$ cat src/rtl/sram_arb_pkg.sv
// Shared types and constants for the two-port SRAM arbiter.
package sram_arb_pkg;

   typedef enum logic [1:0] {IDLE, ISSUE, WAIT, RESP} state_e;
   typedef enum logic {OP_RD, OP_WR} op_e;

   localparam logic REQ_A = 1'b0;
   localparam logic REQ_B = 1'b1;

   // Holds READ_LATENCY-1 for latencies 1..4.
   localparam int CNT_W = 2;

endpackage

$ cat src/rtl/sram_arb_pick.sv
// Combinational winner select for the SRAM arbiter.
// SRAM_ARB_FIXED_PRIORITY_EN: A wins ties; otherwise the non-last winner wins.
module sram_arb_pick
   import sram_arb_pkg::*;
(
   input  logic a_req,
   input  logic b_req,
   input  logic last_winner,
   output logic valid,
   output logic winner
);

   assign valid = a_req | b_req;

`ifdef SRAM_ARB_FIXED_PRIORITY_EN
   logic unused_last;
   assign unused_last = last_winner;
   assign winner      = a_req ? REQ_A : REQ_B;
`else
   always_comb begin
      if (a_req && b_req) winner = (last_winner == REQ_A) ? REQ_B : REQ_A;
      else                winner = a_req ? REQ_A : REQ_B;
   end
`endif

endmodule

$ cat src/rtl/sram_arbiter.sv
// Two-requester arbiter sharing one SRAM controller; Avalon-style waitrequest.
// SRAM_ARB_FIXED_PRIORITY_EN selects fixed A-priority instead of round-robin.
module sram_arbiter
   import sram_arb_pkg::*;
#(
   parameter int ADDR_W       = 18,
   parameter int DATA_W       = 16,
   parameter int READ_LATENCY = 1
) (
   input  logic              clk,
   input  logic              reset_n,
   input  logic [ADDR_W-1:0] a_address,
   input  logic [1:0]        a_byte_enable,
   input  logic              a_read,
   input  logic              a_write,
   input  logic [DATA_W-1:0] a_write_data,
   output logic [DATA_W-1:0] a_read_data,
   output logic              a_waitrequest,
   input  logic [ADDR_W-1:0] b_address,
   input  logic [1:0]        b_byte_enable,
   input  logic              b_read,
   input  logic              b_write,
   input  logic [DATA_W-1:0] b_write_data,
   output logic [DATA_W-1:0] b_read_data,
   output logic              b_waitrequest,
   output logic [ADDR_W-1:0] s_address,
   output logic              s_chipselect,
   output logic [1:0]        s_byte_enable,
   output logic              s_read,
   output logic              s_write,
   output logic [DATA_W-1:0] s_write_data,
   input  logic [DATA_W-1:0] s_read_data,
   output logic              grant_b
);

   logic a_req, b_req, pick_valid, pick_win, win_b, win_wr, last_winner, complete;
   state_e state_q, state_d;
   op_e op_q, op_d;
   logic owner_q, owner_d;
   logic [CNT_W-1:0] cnt_q, cnt_d;
   logic s_cs_q, s_cs_d, s_rd_q, s_rd_d, s_wr_q, s_wr_d;
   logic [ADDR_W-1:0] addr_q, addr_d;
   logic [1:0] be_q, be_d;
   logic [DATA_W-1:0] wdata_q, wdata_d, a_rdata_q, a_rdata_d, b_rdata_q, b_rdata_d;
   logic a_done_q, a_done_d, b_done_q, b_done_d, grant_b_q, grant_b_d;

   assign a_req = a_read | a_write;
   assign b_req = b_read | b_write;

   sram_arb_pick u_pick (
      .a_req       (a_req),
      .b_req       (b_req),
      .last_winner (last_winner),
      .valid       (pick_valid),
      .winner      (pick_win)
   );

   assign win_b  = (pick_win == REQ_B);
   assign win_wr = win_b ? b_write : a_write;

   always_comb begin
      state_d   = state_q;
      op_d      = op_q;
      owner_d   = owner_q;
      cnt_d     = cnt_q;
      s_cs_d    = s_cs_q;
      s_rd_d    = 1'b0;
      s_wr_d    = 1'b0;
      addr_d    = addr_q;
      be_d      = be_q;
      wdata_d   = wdata_q;
      a_rdata_d = a_rdata_q;
      b_rdata_d = b_rdata_q;
      a_done_d  = 1'b0;
      b_done_d  = 1'b0;
      grant_b_d = grant_b_q;
      complete  = 1'b0;
      case (state_q)
         IDLE: if (pick_valid) begin
            owner_d   = pick_win;
            op_d      = win_wr ? OP_WR : OP_RD;
            addr_d    = win_b ? b_address : a_address;
            be_d      = win_b ? b_byte_enable : a_byte_enable;
            wdata_d   = win_b ? b_write_data : a_write_data;
            s_cs_d    = 1'b1;
            s_wr_d    = win_wr;
            s_rd_d    = ~win_wr;
            // A write completes in the very cycle it is issued.
            a_done_d  = win_wr & ~win_b;
            b_done_d  = win_wr & win_b;
            grant_b_d = win_b;
            state_d   = ISSUE;
         end
         ISSUE: begin
            if (op_q == OP_WR) begin
               s_cs_d    = 1'b0;
               grant_b_d = 1'b0;
               complete  = 1'b1;
               state_d   = IDLE;
            end else begin
               cnt_d   = CNT_W'(READ_LATENCY - 1);
               state_d = WAIT;
            end
         end
         WAIT: begin
            if (cnt_q == '0) begin
               // A requester that abandoned its read does not get the word.
               if (owner_q == REQ_B) begin
                  if (b_read && !b_write) b_rdata_d = s_read_data;
                  b_done_d = 1'b1;
               end else begin
                  if (a_read && !a_write) a_rdata_d = s_read_data;
                  a_done_d = 1'b1;
               end
               s_cs_d  = 1'b0;
               state_d = RESP;
            end else begin
               cnt_d = cnt_q - CNT_W'(1);
            end
         end
         RESP: begin
            grant_b_d = 1'b0;
            complete  = 1'b1;
            state_d   = IDLE;
         end
         default: state_d = IDLE;
      endcase
   end

   always_ff @(posedge clk or negedge reset_n) begin
      if (!reset_n) begin
         state_q   <= IDLE;
         op_q      <= OP_RD;
         owner_q   <= REQ_A;
         cnt_q     <= '0;
         s_cs_q    <= 1'b0;
         s_rd_q    <= 1'b0;
         s_wr_q    <= 1'b0;
         addr_q    <= '0;
         be_q      <= '0;
         wdata_q   <= '0;
         a_rdata_q <= '0;
         b_rdata_q <= '0;
         a_done_q  <= 1'b0;
         b_done_q  <= 1'b0;
         grant_b_q <= 1'b0;
      end else begin
         state_q   <= state_d;
         op_q      <= op_d;
         owner_q   <= owner_d;
         cnt_q     <= cnt_d;
         s_cs_q    <= s_cs_d;
         s_rd_q    <= s_rd_d;
         s_wr_q    <= s_wr_d;
         addr_q    <= addr_d;
         be_q      <= be_d;
         wdata_q   <= wdata_d;
         a_rdata_q <= a_rdata_d;
         b_rdata_q <= b_rdata_d;
         a_done_q  <= a_done_d;
         b_done_q  <= b_done_d;
         grant_b_q <= grant_b_d;
      end
   end

`ifdef SRAM_ARB_FIXED_PRIORITY_EN
   logic unused_complete;
   assign unused_complete = complete;
   assign last_winner     = REQ_B;
`else
   logic last_q, last_d;
   always_comb last_d = complete ? owner_q : last_q;
   always_ff @(posedge clk or negedge reset_n) begin
      if (!reset_n) last_q <= REQ_B;
      else          last_q <= last_d;
   end
   assign last_winner = last_q;
`endif

   assign a_waitrequest = a_req & ~a_done_q;
   assign b_waitrequest = b_req & ~b_done_q;
   assign a_read_data   = a_rdata_q;
   assign b_read_data   = b_rdata_q;
   assign s_address     = addr_q;
   assign s_chipselect  = s_cs_q;
   assign s_byte_enable = be_q;
   assign s_read        = s_rd_q;
   assign s_write       = s_wr_q;
   assign s_write_data  = wdata_q;
   assign grant_b       = grant_b_q;

endmodule

$ cat config.mk
export PLATFORM = sky130hd
export DESIGN_NAME = sram_arbiter
export DESIGN_NICKNAME = d
export VERILOG_FILES = /design/src/rtl/sram_arb_pkg.sv /design/src/rtl/sram_arb_pick.sv /design/src/rtl/sram_arbiter.sv
export SDC_FILE = /design/constraint.sdc
export NUM_CORES = 1
export LEC_CHECK = 0
export BUFFER_PORTS_ARGS = -buffer_cell sky130_fd_sc_hd__buf_2
export CAP_MARGIN = 0
export CELL_PAD_IN_SITES_DETAIL_PLACEMENT = 0
export CELL_PAD_IN_SITES_GLOBAL_PLACEMENT = 1
export CORE_MARGIN = 5
export CORE_UTILIZATION = 35
export CTS_CLUSTER_DIAMETER = 100
export CTS_CLUSTER_SIZE = 40
export DETAILED_ROUTE_END_ITERATION = 7
export GPL_TIMING_DRIVEN = 0
export PLACE_DENSITY_LB_ADDON = 0.15
export SLEW_MARGIN = 20
export SYNTH_ARGS = -nofsm -noshare
export SYNTH_HDL_FRONTEND = slang
export SYNTH_HIERARCHICAL = 1
export SYNTH_SLANG_ARGS = --single-unit
$ cat constraint.sdc
create_clock -name clk -period 2.5 [get_ports clk]
set_input_delay 0.125 -clock clk [delete_from_list [all_inputs] [get_ports clk]]
set_output_delay 0.125 -clock clk [all_outputs]
set_load 0.01 [all_outputs]
Yosys cells after proc, flatten, opt, wreduce, memory -nomap -nowiden
Cells that the tools add are included.
{"block": "word_totals", "regBits": 81, "inputBits": 94}
{"block": "classes", "n_addsub": 1, "eq_ne": 8, "muxes": 35, "bitwise_logic": 12, "n_reduce_logical": 17}
{"op": "2-to-1 mux 1 bit", "n": 20}
{"op": "2-to-1 mux 18 bit", "n": 1}
{"op": "2-to-1 mux 16 bit", "n": 1}
{"op": "2-to-1 mux 2 bit", "n": 6}
{"op": "AND reduction 4 bit", "n": 3}
{"op": "inequality test 2 bit, second input constant", "n": 5}
{"op": "case mux 2 bit (4 select lines)", "n": 1}
{"op": "case mux 1 bit (2 select lines)", "n": 3}
{"op": "case mux 1 bit (3 select lines)", "n": 2}
{"op": "AND reduction 3 bit", "n": 2}
{"op": "nonzero test 3 bit", "n": 2}
{"op": "NOT 1 bit", "n": 5}
{"op": "bitwise AND 1 bit", "n": 4}
{"op": "== test 2 bit, second input constant", "n": 2}
{"op": "zero test 2 bit", "n": 2}
{"op": "case mux 2 bit (2 select lines)", "n": 1}
{"op": "AND reduction 2 bit", "n": 2}
{"op": "logical AND 1 bit", "n": 3}
{"op": "bitwise OR 1 bit", "n": 3}
{"op": "== test 2 x 1 -> 1 bit, second input constant", "n": 1}
{"op": "zero test 1 bit", "n": 2}
{"op": "nonzero test 2 bit", "n": 1}
{"op": "subtractor 2 x 1 -> 2 bit, second input constant", "n": 1}

Longest topological paths before layout
{"block": "depth", "word_depth": 7, "mapped_depth": 7, "ltp_nobuf": 6}

Modules after synthesis
Netlist, hierarchy kept.
{"mod": "sram_arbiter", "instances": 1, "cells_per_inst": 292, "area_per_inst_um2": 3540.9, "seq_area_each_um2": 2028.2}
{"mod": "sram_arb_pick", "instances": 1, "cells_per_inst": 3, "area_per_inst_um2": 15.0, "seq_area_each_um2": 0.0}

Least setup slack after synthesis
OpenSTA, ideal clock, no wires.
{"block": "synth_timing", "kind": "flip-flop to flip-flop", "start": "register state_q[0]", "end": "register a_rdata_q[10] (netlist: a_read_data[10])", "t_arrival_ns": 1.840, "t_required_ns": 2.375, "slack_ns": 0.535, "path_stages_with_launch": 7, "path_buffers": 1, "cell_sequence": "dfrtp_1 inv_1 ha_1 nand2_2 nor4b_4 buf_6 mux2_2"}
{"block": "synth_via", "elab_chain_cells": 2}
{"item": "from (decl)", "line_no": "sram_arbiter.sv:37", "text": "state_e state_q, state_d;"}
{"item": "from (signal assigned)", "line_no": "sram_arbiter.sv:148", "text": "state_q <= state_d;"}
{"item": "== test 2 bit", "line_no": "sram_arbiter.sv:78", "text": "case (state_q)"}
{"item": "AND reduction 4 bit (no source line)"}
{"item": "to (signal assigned)", "line_no": "sram_arbiter.sv:158", "text": "a_rdata_q <= a_rdata_d;"}
{"item": "to (decl)", "line_no": "sram_arbiter.sv:44", "text": "logic [DATA_W-1:0] wdata_q, wdata_d, a_rdata_q, a_rdata_d, b_rdata_q, b_rdata_d;"}
No other way between the ends.
A chain may end at the register's enable or synchronous reset.

Worst setup path after layout
{"block": "layout_timing", "start": "register state_q[0]", "end": "register a_rdata_q[8] (netlist: a_read_data[8])"}
The elaborated chain is that of the path after synthesis.

==> impl_results.md <==
- Clk_skew: roughly 0.014 ns
- Number of port buffers: 167
- TritonCTS buffer count: 9
- Seq/Total Area, Yosys: 57.0%
- Post-detail-place hpwl: 7380 um
- Count of pins over their slew limit: 0
- Setup crit start kind: flip-flop
- Starting Density: a little over a third
- Height of the die: between 100 and 150 um
- Global placement routability congestion: 0.756
- Crit path time final: 2.30 ns
- Final WL: about 9400 um
- Worst Hold Depth: 2
- Synthesized area: 3560 um^2
- Post-synth net total: 395
- Clk root buf: clkbuf_8
- N_diodes: 0
- Gr usage total: 15.6%
- CTS H-tree depth: 3
- Layout net count: roughly 580
- R2R cell count: 6
- DR WL/cell: about 15 um
- WP data arrival: 2.53 ns
- Mapped Cells: 295
- Rel. slew slack: ~62%
- Congestion Overflow GR: 0
- 1st-pass router iterations: 4
- Multi-input logic area: 1420 um^2
- Area growth syn-to-layout: 35.0%
- Ports placed on the boundary: 168
- Worst R2R Setup Slack: 0.20 ns
- Inst Count DP: 596
- Clk Latency, worst-skew pair: 0.35 ns
- Worst-path clk slew: 0.10 ns
- RSZ-0062 raised after global routing: no
- Register area: 2030 um^2
- CTS max path bufs: 2
- Vias/cell: 4.61
- Die width: 111 um
- Peak supply drop: 0.510 mV
- Most frequent cells in the layout: buf_2 (170), dfrtp_1 (80), nand2_1 (42)
- Synth area leader: dfrtp_1
- Setup_tns: 0 ns
- First-pass GRT wire length: 15600 um
- Worst hold slack: 0.0178 ns
- Largest net degree at the start of global routing: 48
- Most common cell after layout, fill and taps aside: buf_2
- Clock sink count: 81
- Synthesized area per cell: 12.1 um^2
- Initial antenna violation count: 0
- Setup Viol. Count Final: 0
- # DRC: 0
- Pwr dens: 1170 nW/um^2
- Crit-path max FO: 10
- Synth Register Bits: 81
- Row cnt: 36
- Synth top area cells: dfrtp_1 (56%), mux2_2 (11%), mux2i_1 (11%), o21ai_0 (5.5%), nand2_1 (4.4%)
- Critical Setup Path Class: reg2reg
- CP required: between 2 and 3 ns
- Leakage power: 2.54 nW
- Yosys top cell area share: 56.3%
- Fillers: a little under 1000
- Tcrit/Tclk final: 91.9%
- Routed Antenna Nets: 0
- Achievable clock frequency: 435 MHz
- CTS tree: done
- Final cell count without fillers: between 600 and 700
- Iteration-0 DRC Markers: 88
- Ys Warns: 6
- Tot Pwr: 0.00563 W
- Total number of vias: 2834
- Core outline area: 9820 um^2
- Max-cap viol count: 0
- Status: finished clean
- Number of global-route vias before repair: 3124
- Slew @ Worst Pin: 0.562 ns
- Worst setup EP type: flip-flop
- Fin util: approximately half
- Hold/Removal Path Class: in2reg
- Synth unique cells: 29
- Layout cell share with drive strength beyond 1: a little under half
- Fin. Hold Viols: 0
- Die area: 12300 um^2
cell families (layout without fill, tap and decap cells):
family,Yosys count,in the layout,synth area share (%)
flops,81,81,57.0
mux,73,73,21.8
simple gates,64,64,8.76
compound gates,48,48,7.32
buf+inv,23,210,2.99
fa+ha+maj,6,6,2.11
layer usage:
layer / GRT usage [%] / wire (um) / vias up
met4: 5.09 / 110 / 0
li1: - / - / 1380
met1: 18.5 / 3860 / 1329
met3: 5.84 / 890 / 10
met5: 0 / 0 / -
met2: 26.1 / 4490 / 115
cell type report:
class	instances	area share, %
Inverter	8	0.625
Clock inverter	7	1.25
Multi-Input combinational cell	191	29.6
Tap cell	133	3.47
Sequential cell	81	42.2
Buffer	15	1.59
Timing Repair Buffer	171	18.7
Clock buffer	9	2.58
final timing paths:
kind                                start              end
min reg2reg                  s_address[4]     s_address[4]
min                        s_read_data[9]   a_read_data[9]
max                            state_q[0]   a_read_data[8]
min in group asynchronous         reset_n  a_read_data[10]
max reg2reg                    state_q[0]   a_read_data[8]
max in group asynchronous         reset_n           last_q
sequential cells by signal (all words and copies together) (netlist names), 2 cells and up, named ones only:
name / cells
b_read_data: 16
a_read_data: 16
cnt_q: 2
s_byte_enable: 2
s_write_data: 16
s_address: 18
synth_stat cells:
cell type,number
dfrtp_1,80
nand2_1,42
o21ai_0,39
mux2i_1,38
mux2_2,35
clkbuf_1,9
inv_1,8
ha_1,6
nor2b_1,6
buf_2,4
nor2_1,4
a21oi_1,2
a22o_1,2
and2_1,2
buf_6,2
nor3_1,2
or2_2,2
a211oi_1,1
dfstp_2,1
nand2_2,1
nand3_1,1
nor3b_4,1
nor4_1,1
nor4b_4,1
o21a_1,1
o21ai_1,1
o2bb2ai_1,1
o32ai_1,1
or2_1,1
critical path: stages (launching register included):
cell     delay (ns)
dfrtp_1        0.45
inv_1          0.14
ha_1           0.33
nand2_2        0.12
nor4b_4        0.55
buf_6          0.24
mux2_2         0.34
report_power, final:
| part | switching, W | internal [W] | total (W) |
|---|---|---|---|
| clock | 0.000517 | 0.000378 | 0.000895 |
| sequential | 0.000330 | 0.00195 | 0.00228 |
| combinational | 0.00136 | 0.00110 | 0.00246 |
through the flow:
step | cell area [um^2] | worst slack (ns)
global route | 4800 | 0.0118
floorplan | 3560 | 0.535
CTS | 4800 | 0.184
finish | 4800 | 0.202
global placement | 4560 | 0.232
detailed placement | 4590 | 0.211
timing repair:
item,4_1_cts,5_1_grt
endpoints found under the hold margin,36,0
hold buffers,3,0
setup buffers,0,0
gates resized for setup,0,0
Note: power is estimated with default switching activity, not from simulation.
